[config.mk]
export PLATFORM = sky130hd
export DESIGN_NAME = free_list_flat
export DESIGN_NICKNAME = d
export VERILOG_FILES = /design/src/rtl/free_list_pkg.sv /design/src/rtl/free_list_if.sv /design/src/rtl/fl_ptr_inc.sv /design/src/rtl/free_list.sv /design/src/flat_wrapper.sv
export SDC_FILE = /design/constraint.sdc
export NUM_CORES = 1
export LEC_CHECK = 0
export CORE_MARGIN = 1
export CORE_UTILIZATION = 50
export DETAILED_ROUTE_END_ITERATION = 16
export PLACE_DENSITY_LB_ADDON = 0.25
export SETUP_SLACK_MARGIN = 0.4
export SLEW_MARGIN = 20
export SYNTH_ARGS = -nofsm -noshare
export SYNTH_HDL_FRONTEND = slang
export SYNTH_HIERARCHICAL = 1
export SYNTH_SLANG_ARGS = --single-unit
export TNS_END_PERCENT = 30
[constraint.sdc]
create_clock -name clock -period 4 [get_ports clock]
set_input_delay 0.4 -clock clock [delete_from_list [all_inputs] [get_ports clock]]
set_output_delay 0.4 -clock clock [all_outputs]
set_load 0.02 [all_outputs]
[src/rtl/free_list_pkg.sv]
// Sizing shared by the free list and the architectural/speculative map tables.
// All widths derive from the ROB size, so the blocks stay consistent with each other.
`ifndef N_ENTRY_ROB
`define N_ENTRY_ROB 8
`endif

package free_list_pkg;

  localparam int ARCH_REGS = 32;
  localparam int N_ROB     = `N_ENTRY_ROB;
  // One extra tag beyond ROB + architectural state keeps r0's mapping out of the pool.
  localparam int N_PHYS    = N_ROB + ARCH_REGS + 1;
  localparam int TAG_W     = $clog2(N_PHYS);
  localparam int DEPTH     = N_PHYS - ARCH_REGS;
  localparam int PTR_W     = $clog2(DEPTH);

  typedef logic [TAG_W-1:0] phys_tag_t;

  // Number of asserted bits in a 2-wide slot group.
  function automatic logic [1:0] count2(input logic a, input logic b);
    return {1'b0, a} + {1'b0, b};
  endfunction

endpackage

[src/rtl/free_list_if.sv]
// Dispatch-side allocation, retire-side release and squash signals of the free list.
interface free_list_if;
  import free_list_pkg::*;

  logic             alloc_req_0;
  logic             alloc_req_1;
  phys_tag_t        alloc_tag_0;
  phys_tag_t        alloc_tag_1;
  logic             alloc_gnt_0;
  logic             alloc_gnt_1;
  logic [PTR_W:0]   free_count;
  logic             retire_valid_0;
  logic             retire_valid_1;
  phys_tag_t        Told_in_0;
  phys_tag_t        Told_in_1;
  logic             squash;

  // Rename/retire side driving the list.
  modport master (
    output alloc_req_0, alloc_req_1, retire_valid_0, retire_valid_1,
    output Told_in_0, Told_in_1, squash,
    input  alloc_tag_0, alloc_tag_1, alloc_gnt_0, alloc_gnt_1, free_count
  );

  // The free list itself.
  modport slave (
    input  alloc_req_0, alloc_req_1, retire_valid_0, retire_valid_1,
    input  Told_in_0, Told_in_1, squash,
    output alloc_tag_0, alloc_tag_1, alloc_gnt_0, alloc_gnt_1, free_count
  );
endinterface

[src/rtl/fl_ptr_inc.sv]
// Modular pointer increment by 0, 1 or 2 for a ring whose size need not be a power of 2.
module fl_ptr_inc #(
  parameter int DEPTH = 9,
  parameter int PTR_W = 4
) (
  input  logic [PTR_W-1:0] ptr,
  input  logic [1:0]       inc,
  output logic [PTR_W-1:0] ptr_next
);

  logic [PTR_W+1:0] sum;

  // Two spare bits hold ptr+2 without overflow; one conditional subtract wraps it.
  always_comb begin
    sum = {2'b00, ptr} + {{PTR_W{1'b0}}, inc};
    if (sum >= (PTR_W+2)'(DEPTH)) begin
      sum = sum - (PTR_W+2)'(DEPTH);
    end
    ptr_next = sum[PTR_W-1:0];
  end

endmodule

[src/rtl/free_list.sv]
// 2-wide circular free list of physical tags. Rename pops from head, retire pushes
// superseded tags at tail, and arch_head tracks the committed head so a squash
// rewinds all speculative allocations in a single cycle.
module free_list #(
  parameter int N_ROB  = free_list_pkg::N_ROB,
  parameter int N_PHYS = N_ROB + 33,
  parameter int TAG_W  = $clog2(N_PHYS),
  parameter int DEPTH  = N_PHYS - 32,
  parameter int PTR_W  = $clog2(DEPTH)
) (
  input  logic        clock,
  input  logic        reset,
  free_list_if.slave  fl
);
  import free_list_pkg::*;

  typedef logic [TAG_W-1:0] tag_t;
  typedef logic [PTR_W-1:0] ptr_t;
  typedef logic [PTR_W:0]   cnt_t;

  tag_t entry_q [DEPTH];
  tag_t entry_d [DEPTH];
  tag_t init_tag [DEPTH];

  ptr_t head_q, head_d;
  ptr_t arch_head_q, arch_head_d;
  ptr_t tail_q, tail_d;
  cnt_t count_q, count_d;

  ptr_t head_p1, tail_p1;
  ptr_t head_adv, arch_adv, tail_adv;
  ptr_t wr_ptr_1;

  logic       gnt_0, gnt_1;
  logic [1:0] n_gnt, n_rel;

  // After reset the list holds every tag not backing an architectural register.
  generate
    for (genvar gi = 0; gi < DEPTH; gi++) begin : g_init
      assign init_tag[gi] = tag_t'(ARCH_REGS + gi);
    end
  endgenerate

  fl_ptr_inc #(.DEPTH(DEPTH), .PTR_W(PTR_W)) u_head_p1 (
    .ptr(head_q), .inc(2'd1), .ptr_next(head_p1)
  );
  fl_ptr_inc #(.DEPTH(DEPTH), .PTR_W(PTR_W)) u_tail_p1 (
    .ptr(tail_q), .inc(2'd1), .ptr_next(tail_p1)
  );
  fl_ptr_inc #(.DEPTH(DEPTH), .PTR_W(PTR_W)) u_head_adv (
    .ptr(head_q), .inc(n_gnt), .ptr_next(head_adv)
  );
  fl_ptr_inc #(.DEPTH(DEPTH), .PTR_W(PTR_W)) u_arch_adv (
    .ptr(arch_head_q), .inc(n_rel), .ptr_next(arch_adv)
  );
  fl_ptr_inc #(.DEPTH(DEPTH), .PTR_W(PTR_W)) u_tail_adv (
    .ptr(tail_q), .inc(n_rel), .ptr_next(tail_adv)
  );

  // Grants look only at the registered count, so a same-cycle release never feeds allocation.
  always_comb begin
    gnt_0 = fl.alloc_req_0 && (count_q >= cnt_t'(1)) && !fl.squash && !reset;
    gnt_1 = fl.alloc_req_1 && !fl.squash && !reset &&
            (count_q >= (fl.alloc_req_0 ? cnt_t'(2) : cnt_t'(1)));
    n_gnt = count2(gnt_0, gnt_1);
    n_rel = count2(fl.retire_valid_0, fl.retire_valid_1);
  end

  assign fl.alloc_gnt_0 = gnt_0;
  assign fl.alloc_gnt_1 = gnt_1;
  // Slot 1 takes the next tag only when slot 0 is also consuming one.
  assign fl.alloc_tag_0 = entry_q[head_q];
  assign fl.alloc_tag_1 = fl.alloc_req_0 ? entry_q[head_p1] : entry_q[head_q];
  assign fl.free_count  = count_q;

  // Retired tags are packed at tail in slot order; a lone slot 1 lands at tail itself.
  always_comb begin
    wr_ptr_1 = fl.retire_valid_0 ? tail_p1 : tail_q;
    entry_d  = entry_q;
    if (fl.retire_valid_0) begin
      entry_d[tail_q] = fl.Told_in_0;
    end
    if (fl.retire_valid_1) begin
      entry_d[wr_ptr_1] = fl.Told_in_1;
    end
  end

  // Retire always commits; a squash then rewinds head onto the freshly updated arch_head.
  always_comb begin
    arch_head_d = arch_adv;
    tail_d      = tail_adv;
    if (fl.squash) begin
      head_d  = arch_head_d;
      count_d = cnt_t'(DEPTH);
    end else begin
      head_d  = head_adv;
      count_d = count_q - cnt_t'(n_gnt) + cnt_t'(n_rel);
    end
  end

  // State registers; reset overrides every other update.
  always_ff @(posedge clock) begin
    if (reset) begin
      entry_q     <= init_tag;
      head_q      <= '0;
      arch_head_q <= '0;
      tail_q      <= '0;
      count_q     <= cnt_t'(DEPTH);
    end else begin
      entry_q     <= entry_d;
      head_q      <= head_d;
      arch_head_q <= arch_head_d;
      tail_q      <= tail_d;
      count_q     <= count_d;
    end
  end

  // Releasing more tags than the list can hold means the retire side is broken.
  overflow_chk: assert property (@(posedge clock) disable iff (reset)
    ({1'b0, count_q} + {{PTR_W{1'b0}}, n_rel}) <= (PTR_W+2)'(DEPTH));

endmodule

[src/flat_wrapper.sv]
// flat-port wrapper written by rule: the top's interface ports become plain ports
module free_list_flat import free_list_pkg::*;
#(
  parameter int N_ROB  = free_list_pkg::N_ROB,
  parameter int N_PHYS = N_ROB + 33,
  parameter int TAG_W  = $clog2(N_PHYS),
  parameter int DEPTH  = N_PHYS - 32,
  parameter int PTR_W  = $clog2(DEPTH)
)
  (clock, reset, fl_alloc_req_0, fl_alloc_req_1, fl_retire_valid_0, fl_retire_valid_1, fl_Told_in_0, fl_Told_in_1, fl_squash, fl_alloc_tag_0, fl_alloc_tag_1, fl_alloc_gnt_0, fl_alloc_gnt_1, fl_free_count);
  free_list_if fl_i ();
  input  logic clock;
  input  logic reset;
  input wire logic [$bits(fl_i.alloc_req_0)-1:0] fl_alloc_req_0;
  input wire logic [$bits(fl_i.alloc_req_1)-1:0] fl_alloc_req_1;
  input wire logic [$bits(fl_i.retire_valid_0)-1:0] fl_retire_valid_0;
  input wire logic [$bits(fl_i.retire_valid_1)-1:0] fl_retire_valid_1;
  input wire logic [$bits(fl_i.Told_in_0)-1:0] fl_Told_in_0;
  input wire logic [$bits(fl_i.Told_in_1)-1:0] fl_Told_in_1;
  input wire logic [$bits(fl_i.squash)-1:0] fl_squash;
  output wire logic [$bits(fl_i.alloc_tag_0)-1:0] fl_alloc_tag_0;
  output wire logic [$bits(fl_i.alloc_tag_1)-1:0] fl_alloc_tag_1;
  output wire logic [$bits(fl_i.alloc_gnt_0)-1:0] fl_alloc_gnt_0;
  output wire logic [$bits(fl_i.alloc_gnt_1)-1:0] fl_alloc_gnt_1;
  output wire logic [$bits(fl_i.free_count)-1:0] fl_free_count;
  assign fl_i.alloc_req_0 = fl_alloc_req_0;
  assign fl_i.alloc_req_1 = fl_alloc_req_1;
  assign fl_i.retire_valid_0 = fl_retire_valid_0;
  assign fl_i.retire_valid_1 = fl_retire_valid_1;
  assign fl_i.Told_in_0 = fl_Told_in_0;
  assign fl_i.Told_in_1 = fl_Told_in_1;
  assign fl_i.squash = fl_squash;
  assign fl_alloc_tag_0 = fl_i.alloc_tag_0;
  assign fl_alloc_tag_1 = fl_i.alloc_tag_1;
  assign fl_alloc_gnt_0 = fl_i.alloc_gnt_0;
  assign fl_alloc_gnt_1 = fl_i.alloc_gnt_1;
  assign fl_free_count = fl_i.free_count;
  free_list #(.N_ROB(N_ROB), .N_PHYS(N_PHYS), .TAG_W(TAG_W), .DEPTH(DEPTH), .PTR_W(PTR_W)) u_core (.clock(clock), .reset(reset), .fl(fl_i));
endmodule
Word-level counts from Yosys, hierarchy flattened

Cells that the tools add are included.

Register bits: 71
Input bits: 19
Output and inout port bits: 19
Logic and storage cells: 78

$add $sub $neg: 14
Order comparisons: 13
Multiplexer cells: 23
Bitwise gates (word level): 4
Reduce and logical (&&, ||, !) cells: 11

Operators by type and width:

| kind                | number |
|---|---|
| $bwmux 54           | 2 |
| $mux 54             | 2 |
| $bmux 6 s4          | 2 |
| $demux 6 s4         | 2 |
| $mux 6              | 7 |
| $mux 4              | 7 |
| $ge 5x4->1 const B  | 5 |
| $ge 5x5->1 const B  | 4 |
| $not 4->5           | 4 |
| $sub 4x4->4 const B | 5 |
| $add 4x2->5         | 3 |
| $add 4x1->5 const B | 2 |
| $lt 5x1->1 const B  | 2 |
| $logic_and 1x1->1   | 8 |
| $add 5x2->5         | 1 |
| $ge 5x1->1 const B  | 1 |
| $ge 5x5->1          | 1 |
| $sub 5x2->5         | 1 |
| $add 1x1->2         | 2 |
| $logic_not 1->1     | 2 |
| $mux 2              | 1 |
| $reduce_or 2->1     | 1 |

Depth between registers and ports, before layout

Gate-level depths: netlist of the first run.

Depth after elaboration: 11
Depth in mapped cells: 17

Modules after synthesis

The synthesis of the first run kept the hierarchy.

By module, submodules not included:

| module     | instances | cells an instance | area an instance (um^2) | seq. area each (um^2) |
|---|---|---|---|---|
| free_list  | 1         | 525               | 4664.5                  | 1421.4 |
| fl_ptr_inc | 5         | 29                | 230.2                   | 0.0 |

Worst setup path before layout of the first run

No wires, ideal clock.

Path kind: input port to flip-flop
From: input port fl_alloc_req_0
To: register u_core.head_q[1]
Library setup time: 0.128 ns
Arrival time: 3.599 ns
Required time: 3.872 ns
Slack: 0.273 ns
Stages on the path: 16
Buffers on the path: 1
Path through: clkbuf_1 -> inv_1 -> ha_1 -> a32o_1 -> nand2_1 -> a31oi_1 -> ha_1 -> ha_1 -> inv_1 -> fa_1 -> ha_1 -> nand4b_1 -> a21oi_2 -> o22ai_1 -> mux2i_1 -> nor2_1

Cells in the longest elaborated chain, start to end: 8

Ends and longest elaborated chain:

| what                                             | RTL line                           | source |
|---|---|---|
| from (decl)                                      | flat_wrapper.sv:14                 | `input wire logic [$bits(fl_i.alloc_req_0)-1:0] fl_alloc_req_0;` |
| $mux 2 (*)                                       | free_list.sv:64                    | `(count_q >= (fl.alloc_req_0 ? cnt_t'(2) : cnt_t'(1)));` |
| $ge 5x5->1 (*)                                   | free_list.sv:64                    |  |
| $logic_and 1x1->1 (*)                            | free_list.sv:63                    | `gnt_1 = fl.alloc_req_1 && !fl.squash && !reset &&` |
| net fl_alloc_gnt_1                               | flat_wrapper.sv:24                 | `output wire logic [$bits(fl_i.alloc_gnt_1)-1:0] fl_alloc_gnt_1;` |
| $add 1x1->2 (*)                                  | free_list_pkg.sv:21                | `return {1'b0, a} + {1'b0, b};` |
| net u_core.n_gnt[0]                              | free_list.sv:35                    | `logic [1:0] n_gnt, n_rel;` |
| $add 4x2->5 (*)                                  | fl_ptr_inc.sv:15                   | `sum = {2'b00, ptr} + {{PTR_W{1'b0}}, inc};` |
| $sub 4x4->4 / $ge 5x4->1 (equally long branches) | fl_ptr_inc.sv:17, fl_ptr_inc.sv:16 |  |
| $mux 4 (*)                                       | fl_ptr_inc.sv:16                   | `if (sum >= (PTR_W+2)'(DEPTH)) begin` |
| net u_core.head_adv[1]                           | free_list.sv:31                    | `ptr_t head_adv, arch_adv, tail_adv;` |
| $mux 4 (*)                                       | free_list.sv:92                    | `if (fl.squash) begin` |
| to (signal assigned)                             | free_list.sv:105                   | `head_q <= '0;` |
| to (signal assigned)                             | free_list.sv:111                   | `head_q <= head_d;` |
| to (decl)                                        | free_list.sv:25                    | `ptr_t head_q, head_d;` |

The timed path passes the listed nets; every way through them passes the cells marked *.
A chain may end at the register's enable or synchronous reset.

Worst setup path after layout of the first run

From: register u_core.head_q[0]
To: output port fl_alloc_tag_1[0]

Cells in the longest elaborated chain, start to end: 8

Ends and longest elaborated chain:

| what                                             | RTL line                           | source |
|---|---|---|
| $add 4x1->5 (*)                                  | fl_ptr_inc.sv:15                   |  |
| $sub 4x4->4 / $ge 5x4->1 (equally long branches) | fl_ptr_inc.sv:17, fl_ptr_inc.sv:16 |  |
| $mux 4 (*)                                       | fl_ptr_inc.sv:16                   |  |
| net u_core.head_p1[0]                            | free_list.sv:30                    | `ptr_t head_p1, tail_p1;` |
| $not 4->5 (implied by the code) (*)              | free_list.sv:73                    | `assign fl.alloc_tag_1 = fl.alloc_req_0 ? entry_q[head_p1] : entry_q[head_q];` |
| $bmux 6 s4 (*)                                   | free_list.sv:73                    |  |
| $mux 6 (implied by the code) (*) (2 in series)   | free_list.sv:73                    |  |
| $mux 6 (*)                                       | free_list.sv:73                    |  |
| to (decl)                                        | flat_wrapper.sv:22                 | `output wire logic [$bits(fl_i.alloc_tag_1)-1:0] fl_alloc_tag_1;` |

The timed path passes the listed nets; every way through them passes the cells marked *. The select of a mux whose other input is x is not followed.

==> results.json, run 1 <==
{
  "drt_wl_total_mm": 17.2,
  "stdcell_count": 851,
  "wl_per_cell_um": 20.2,
  "hp-class": "reg2reg",
  "critPathSlowestCell": "fa_2",
  "yosys_warnings": 6,
  "layout_commonest_cell": "dfxtp_1",
  "die_h_um": 110,
  "status": "complete, no violations",
  "ioPinCount": 38,
  "root_buffer": "clkbuf_16",
  "tritoncts": "yes",
  "synth_area_um2": 5820,
  "synth_edf_count": 0,
  "routabilityCongestion": 0.896,
  "clkTransAtPathRegs_ns": 0.06,
  "vias_per_cell": 6.38,
  "track_usage_pct": 29.9,
  "final_util_pct": 59.1,
  "vias": 5432,
  "grt_max_degree": 49,
  "power.total_mw": 3.02,
  "leakagePower_nw": 2.78,
  "reg2reg_depth": 11,
  "finalHoldViolations": 0,
  "port_buffers": 37,
  "overflow": 0,
  "rows": 39,
  "post-place-ws_ns": 0.187,
  "path_delay_family": "adder cells",
  "async_flop_share_pct": 0,
  "synth_area_leaders": "dfxtp_1 (24%), mux4_2 (7.0%), ha_1 (6.9%)",
  "irDropWorstVdd_v": 0.000378,
  "die_w_um": 110,
  "ant_nets": 0,
  "clock_latency_ns": 0.34,
  "grt_pass1_vias": 5176,
  "clock-skew-final_ns": 0.0123,
  "synth_cell_types": 63,
  "hold_buffers": 0,
  "synth_cells": 670,
  "syn_area_per_cell_um2": 8.68,
  "cts_made_buffers": 9,
  "setup-tns-final_ns": 0,
  "seq_area_frac_synth_pct": 24.4,
  "yosysTopAreaCell": "dfxtp_1",
  "hpwl_mm": 12.4,
  "holdPathStages": 2,
  "setup_viol": 0,
  "cts_sinks": 71,
  "diodes": 0,
  "fin_crit_sh_pct": 91.0,
  "cpPeakStageDelay_ns": 0.56,
  "syn_to_final_growth_pct": 15.6,
  "layout.nets": 761,
  "route.detailed.drc": 0,
  "fin_ws_ns": 0.362,
  "end_kind": "output port",
  "grt_setup_unrepaired": "true",
  "path_buf_inv": 4,
  "arrival_ns": 3.24,
  "drv_slew": 0,
  "drtPass1Iterations": 5,
  "synth_top_area_share_pct": 24.4,
  "slew_headroom_pct": 33.8,
  "critical_path_class": "reg2out",
  "drtIter0Drc": 535,
  "min_period_ns": 3.64,
  "max_slew.worst_pin.slew_ns": 0.992,
  "antenna_found_initial": 0,
  "max_cap_violations": 0,
  "crit_fanout": 6,
  "crit_chain": "ha_4 > inv_2 > fa_2 > ha_4 > nand4b_1 > a21oi_2 > mux2i_2 > buf_6 > buf_6 > mux4_2 > a22oi_2 > a2bb2oi_1 > buf_4",
  "start_util_pct": 51.1,
  "dieArea_um2": 12100,
  "dp_cells": 824,
  "grt_pass1_wl_mm": 26.9,
  "max_freq_ghz": 0.275,
  "power_density_nw_per_um2": 449,
  "synth_ff_type": "dfxtp_1",
  "clockBufferDepth": 2,
  "drive_gt1_share_pct": 19.5,
  "worstSetupPathDepth": 13,
  "synth_seq_cells": 71,
  "layout_common_cells": "dfxtp_1 (70), nor2_1 (69), inv_1 (47), nand2_1 (44), clkdlybuf4s50_1 (31)",
  "worstPathRequired_ns": 3.60,
  "start_kind": "flop",
  "core_um2": 11400,
  "htreeDepth": 3
}
## cell families (layout without fill, tap and decap cells)
kind of cell	after synthesis	in the layout	synth area share, %
mux	54	54	13.5
fa+ha+maj	39	39	9.29
simple gates	204	204	18.8
other cells	2	6	0.129
xor+xnor	8	8	1.85
buf+inv	98	132	7.68
compound gates	194	194	24.3
flops	71	71	24.4
## routing by layer
metal  part of all wire [%]  track usage [%]  wire (um)
met1                     42             38.1       7300
met2                     47             48.7       8140
met3                    7.8             6.88       1340
met4                    2.4             11.5        411
met5                      0                0          0
## per-stage QoR
| step | hold WS [ns] | cell area, um^2 |
|---|---|---|
| floorplan | 0.464 | 5840 |
| global placement | 0.491 | 6270 |
| detailed placement | 0.503 | 6270 |
| CTS | 0.515 | 6660 |
| global route | 0.532 | 6720 |
| finish | 0.516 | 6720 |
## state kept, by name, summed over array words and instances, names as in the netlist
register,cells
u_core/head_q,4
u_core/tail_q,4
u_core/entry_q,54
u_core/fl.free_count,5
u_core/arch_head_q,4
## final timing paths
path                                            to               start  slack, ns
worst min register to register  u_core/entry_q[24]  u_core/entry_q[24]       0.52
worst max-delay path             fl_alloc_tag_1[0]    u_core/head_q[0]       0.36
worst max register to register   u_core/entry_q[6]    u_core/tail_q[0]       0.59
worst min-delay path            u_core/entry_q[24]  u_core/entry_q[24]       0.52
## final cells by class
type,instances,area (um^2)
flip-flops and latches,71,1420
well taps,143,179
multi-input cells,505,4060
fillers,982,4650
inverters,49,184
clock buffers,11,243
repair buffers,67,577
clock inverters,5,57.6
## cell usage after synthesis (9+ instances only)
master    count
a21oi_1      18
nand3_1      24
o211a_1      17
buf_2         9
a211oi_1     12
nor2b_1      11
nand2b_1     13
ha_1         32
nor2_1       69
clkbuf_1     24
inv_1        49
mux2i_1      22
o21ai_1      20
o22ai_1      16
buf_4        10
mux4_2       18
o21ai_0      31
nand2_1      44
a311oi_1     20
mux2_2       10
dfxtp_1      71
## worst reg2reg max path, stage by stage (launching register included)
cell and delay (ns):
dfxtp_1 0.34, ha_1 0.20, inv_1 0.06, fa_1 0.52, ha_1 0.23, nand4b_1 0.18
a21oi_2 0.20, o21bai_1 0.14, and3b_1 0.25, o2111ai_1 0.82, o211a_1 0.27, o21ai_1 0.06
## report_power, final
group          total (mW)  internal (mW)  switching, mW
Clock               0.819          0.500          0.319
Combinational        1.34          0.608          0.731
Sequential          0.860          0.786         0.0744
Total                3.02           1.89           1.12
## timing repair
action | CTS | global route
cloned | 2 | 0
setup buffers | 6 | 3
resized for setup | 45 | 11
pin swaps | 6 | 6
setup endpoints to repair | 6 | 21
Power figures use the tool's default switching activity.
==> run 2, diff against run 1 <==
--- a/config.mk
+++ b/config.mk
@@ -6,7 +6,7 @@
 export NUM_CORES = 1
 export LEC_CHECK = 0
 export CORE_MARGIN = 1
-export CORE_UTILIZATION = 50
+export CORE_UTILIZATION = 25
 export DETAILED_ROUTE_END_ITERATION = 16
 export PLACE_DENSITY_LB_ADDON = 0.25
 export SETUP_SLACK_MARGIN = 0.4
==> results.json, run 2 (synthesis results as in run 1) <==
{
  "wl_met3_um": 781,
  "drtPass1Iterations": 5,
  "cts_sinks": 71,
  "clkTransAtPathRegs_ns": 0.06,
  "fin_crit_sh_pct": 90.8,
  "drt_wl_total_mm": 18.1,
  "cts_made_buffers": 9,
  "reg2reg_depth": 15,
  "rr_startpoint": "u_core/fl.free_count[2]",
  "wl_per_cell_um": 18.1,
  "grt_max_degree": 49,
  "max_slew.worst_pin.slew_ns": 0.781,
  "holdPathStages": 3,
  "syn_to_final_growth_pct": 20.7,
  "grt_setup_unrepaired": "true",
  "routed.top_layer": "met4",
  "drtIter0Drc": 411,
  "min_period_ns": 3.63,
  "layout.nets": 767,
  "rrSetupSlack_ns": 0.71,
  "stdcell_count": 999,
  "irDropWorstVdd_v": 0.000196,
  "drv_slew": 0,
  "leakagePower_nw": 2.85,
  "hold_buffers": 0,
  "wl_met1_mm": 8.50,
  "hp-class": "in2reg",
  "hold_path_startpoint": "reset",
  "worstPathRequired_ns": 3.60,
  "slew_headroom_pct": 47.7,
  "rows": 55,
  "arrival_ns": 3.23,
  "rr_endpoint": "u_core/head_q[1]",
  "route.detailed.drc": 0,
  "core_um2": 22700,
  "setup-tns-final_ns": 0,
  "setup_viol": 0,
  "diodes": 0,
  "routabilityCongestion": 0.823,
  "vias": 5200,
  "clock-skew-final_ns": 0.00591,
  "power.total_mw": 3.20,
  "grt_pass1_vias": 4904,
  "status": "complete, no violations",
  "grt_pass1_wl_mm": 28.2,
  "vias_per_cell": 5.21,
  "ioPinCount": 38,
  "critical_path_class": "reg2out",
  "largest_reg_flops": 54,
  "die_w_um": 155,
  "start_kind": "flop",
  "min_to": "u_core/fl.free_count[3]",
  "antenna_found_initial": 0,
  "ant_nets": 0,
  "port_buffers": 37,
  "finalHoldViolations": 0,
  "start_util_pct": 25.6,
  "power_density_nw_per_um2": 456,
  "overflow": 0,
  "die_h_um": 155,
  "tritoncts": "yes",
  "track_usage_pct": 15.2,
  "max_cap_violations": 0,
  "drive_gt1_share_pct": 19.7,
  "root_buffer": "clkbuf_16",
  "max_freq_ghz": 0.275,
  "dp_cells": 976,
  "regMostFlops": "u_core/entry_q",
  "met2_wirelength_mm": 8.46,
  "crit_fanout": 5,
  "clock_latency_ns": 0.34,
  "layout_common_cells": "nor2_1 (69), dfxtp_1 (69), inv_1 (48), nand2_1 (44), buf_4 (32)",
  "htreeDepth": 3,
  "clockBufferDepth": 2,
  "hpwl_mm": 13.3,
  "dieArea_um2": 23900,
  "end_kind": "output port"
}
-- run 2: worst max-delay path, cell delays in order, from the launching register on --
cell and delay (ns):
dfxtp_2 0.35, ha_4 0.14, inv_2 0.04, fa_1 0.53, ha_2 0.16, nand4b_1 0.15, a21oi_4 0.09, mux2i_4 0.29
buf_12 0.17, buf_6 0.10, mux4_2 0.49, a22oi_2 0.18, a2bb2oi_2 0.08, buf_6 0.14
-- run 2: timing repair --
action	CTS	global route
gates cloned	0	1
pin swaps	1	7
setup buffers	1	5
resized for setup	27	23
setup endpoints to repair	6	9
-- run 2: area by class of cell --
class / count / area (um^2)
Clock buffer: 9 / 225
Sequential cell: 71 / 1420
Timing Repair Buffer: 73 / 662
Multi-Input combinational cell: 505 / 4040
Tap cell: 285 / 357
Inverter: 49 / 184
Fill cell: 2369 / 15700
Clock inverter: 7 / 128
-- run 2: worst max path at each step --
stage | startpoint | endpoint | slack [ns] | cells after the start
floorplan | fl_alloc_req_0 | u_core/head_q[1] | 0.44 | 16
CTS | u_core/head_q[0] | fl_alloc_tag_1[3] | 0.32 | 12
detailed placement | fl_alloc_req_0 | u_core/head_q[0] | 0.25 | 16
global placement | fl_alloc_req_0 | u_core/head_q[1] | 0.28 | 16
global route | u_core/head_q[0] | fl_alloc_tag_1[0] | 0.24 | 13
finish | u_core/head_q[0] | fl_alloc_tag_1[0] | 0.37 | 13
-- run 2: per-stage QoR --
stage                     cell area [um^2]  utilization (%)  worst slack, ns  hold WS (ns)
final                                 7020             30.9            0.367         0.418
after global routing                  7020             30.9            0.239         0.446
after CTS                             6900             30.4            0.316         0.434
after detailed placement              6540             28.8            0.253         0.494
after global placement                6540             28.8            0.281         0.491
after floorplan                       5840                -            0.438         0.464
-- run 2: layer usage --
layer,up-vias,global-route usage (%)
met5,-,0
met4,0,5.37
met3,22,1.68
met2,122,24.7
met1,2531,20.9
li1,2525,-
-- run 2: where the power goes --
part | total (mW) | switching (mW) | internal (mW)
sequential | 0.857 | 0.0715 | 0.786
clock | 0.973 | 0.353 | 0.620
combinational | 1.37 | 0.743 | 0.628
==> run 3, diff against run 2 <==
--- a/config.mk
+++ b/config.mk
@@ -5,7 +5,7 @@
 export SDC_FILE = /design/constraint.sdc
 export NUM_CORES = 1
 export LEC_CHECK = 0
-export CORE_MARGIN = 1
+export CORE_ASPECT_RATIO = 0.9
 export CORE_UTILIZATION = 25
 export DETAILED_ROUTE_END_ITERATION = 16
 export PLACE_DENSITY_LB_ADDON = 0.25
==> results.json, run 3 (synthesis results as in run 1) <==
{
  "critPathSlowestCell": "fa_1",
  "final_util_pct": 31.3,
  "cp_common_cell": "buf_4",
  "crit_fanout": 6,
  "layout_common_cells": "dfxtp_1 (69), nor2_1 (68), inv_1 (48), nand2_1 (44), buf_4 (34)",
  "worstPathRequired_ns": 3.60,
  "multi_input_area_um2": 4090,
  "fillers": 2379,
  "min_period_ns": 3.59,
  "power_density_nw_per_um2": 438,
  "clkTransAtPathRegs_ns": 0.06,
  "fin_ws_ns": 0.406,
  "post-place-ws_ns": 0.0198,
  "ff_latch_area_um2": 1420,
  "antenna_found_initial": 0,
  "cts_sinks": 71,
  "clock-skew-final_ns": 0.00912,
  "critPathLaunch": "u_core/head_q[0]",
  "routabilityCongestion": 0.854,
  "p_int_mw": 1.95,
  "track_usage_pct": 15.4,
  "grt_setup_unrepaired": "true",
  "port_buffers": 37,
  "start_util_pct": 25.7,
  "grt_pass1_vias": 4922,
  "wl_per_cell_um": 17.6,
  "drtIter0Drc": 482,
  "cpPeakStageDelay_ns": 0.51,
  "hpwl_mm": 13.3,
  "irDropWorstVdd_v": 0.000257,
  "diodes": 0,
  "setup-tns-final_ns": 0,
  "ant_nets": 0,
  "switching_share_pct": 37.1,
  "overflow": 0,
  "hp-class": "in2reg",
  "drtPass1Iterations": 7,
  "rows": 52,
  "status": "complete, no violations",
  "die_h_um": 147,
  "max_freq_ghz": 0.278,
  "leakagePower_nw": 2.84,
  "start_kind": "flop",
  "ioPinCount": 38,
  "regMostFlops": "u_core/entry_q",
  "end_kind": "output port",
  "finalHoldViolations": 0,
  "p_comb_share_pct": 45.8,
  "drt_wl_total_mm": 17.9,
  "layout_commonest_cell": "dfxtp_1",
  "hold_buffers": 0,
  "largest_reg_flops": 54,
  "crit_chain": "ha_4 > inv_2 > fa_1 > ha_2 > nand4b_1 > a21oi_2 > buf_4 > mux2i_4 > buf_12 > mux4_2 > a22oi_2 > a2bb2oi_2 > buf_4",
  "syn_to_final_growth_pct": 21.8,
  "root_buffer": "clkbuf_16",
  "route.detailed.drc": 0,
  "htreeDepth": 3,
  "clock_latency_ns": 0.35,
  "drive_gt1_share_pct": 21.3,
  "rrSetupSlack_ns": 0.73,
  "drv_slew": 0,
  "core_um2": 22600,
  "endpoint": "fl_alloc_tag_1[1]",
  "grt_max_degree": 49,
  "max_slew.worst_pin.slew_ns": 0.755,
  "max_cap_violations": 0,
  "reg2reg_depth": 15,
  "vias": 5207,
  "p_seq_share_pct": 27.5,
  "power.total_mw": 3.10,
  "clockBufferDepth": 2,
  "rr_endpoint": "u_core/head_q[1]",
  "critical_path_class": "reg2out",
  "arrival_ns": 3.19,
  "pwr-share-clk_pct": 26.6,
  "p_sw_mw": 1.15,
  "dieArea_um2": 23900,
  "cts_made_buffers": 9,
  "layout.nets": 770,
  "die_w_um": 163,
  "fin_crit_sh_pct": 89.8,
  "tritoncts": "yes",
  "rr_startpoint": "u_core/fl.free_count[0]",
  "grt_pass1_wl_mm": 28.3,
  "vias_per_cell": 5.14,
  "slew_headroom_pct": 49.6,
  "setup_viol": 0
}
-- run 3: power by group through the flow --
stage	Clock, mW	Sequential, mW	Combinational, mW
2_1_floorplan	0	0.859	0.915
3_3_place_gp	0	0.868	1.29
3_5_place_dp	0	0.866	1.29
4_1_cts	0.844	0.853	1.39
5_1_grt	0.881	0.864	1.55
6_report	0.826	0.854	1.42
-- run 3: final cells by class --
type,count,share of cell area [%]
clock inverters,4,0.759
inverters,49,2.60
multi-input cells,505,57.8
well taps,297,5.24
flip-flops and latches,71,20.1
clock buffers,12,3.48
repair buffers,76,10.0
-- run 3: per-layer routing --
layer  global-route usage, %  part of all wire [%]
met5                       0                     0
met4                    3.93                   1.2
met3                    2.65                   5.7
met2                    22.7                    43
met1                    23.0                    50
-- run 3: stage by stage --
stage          std cells  hold WS (ns)  cell area, um^2
2_1_floorplan        674         0.464             5840
3_3_place_gp         988         0.490             6550
3_5_place_dp         988         0.489             6550
4_1_cts             1014         0.433             7020
5_1_grt             1014         0.467             7090
6_report            1014         0.438             7090
-- run 3: worst max-delay path: cells and delay by family (launching register included) --
| kind | cells | cell delay [ns] |
|---|---|---|
| DFF | 1 | 0.34 |
| adders and majority gates | 3 | 0.80 |
| and+or+nand+nor | 1 | 0.12 |
| buffers and inverters | 4 | 0.51 |
| AOI/OAI and AO/OA | 3 | 0.36 |
| muxes | 2 | 0.70 |
-- run 3: worst min-delay path by stage --
stage | start | endpoint | slack [ns] | depth (start not counted)
floorplan | u_core/entry_q[25] | u_core/entry_q[25] | 0.46 | 2
global placement | u_core/entry_q[49] | u_core/entry_q[49] | 0.49 | 2
detailed placement | u_core/entry_q[24] | u_core/entry_q[24] | 0.49 | 2
CTS | reset | u_core/fl.free_count[3] | 0.43 | 3
global route | reset | u_core/fl.free_count[3] | 0.47 | 3
finish | reset | u_core/fl.free_count[3] | 0.44 | 3
-- run 3: what timing repair did --
item / 4_1_cts / 5_1_grt
cloned: 1 / 0
buffers inserted: 9 / 0
hold endpoints to repair: 0 / 0
gates resized for setup: 52 / 16
setup endpoints to repair: 6 / 9
pin swaps: 11 / 13
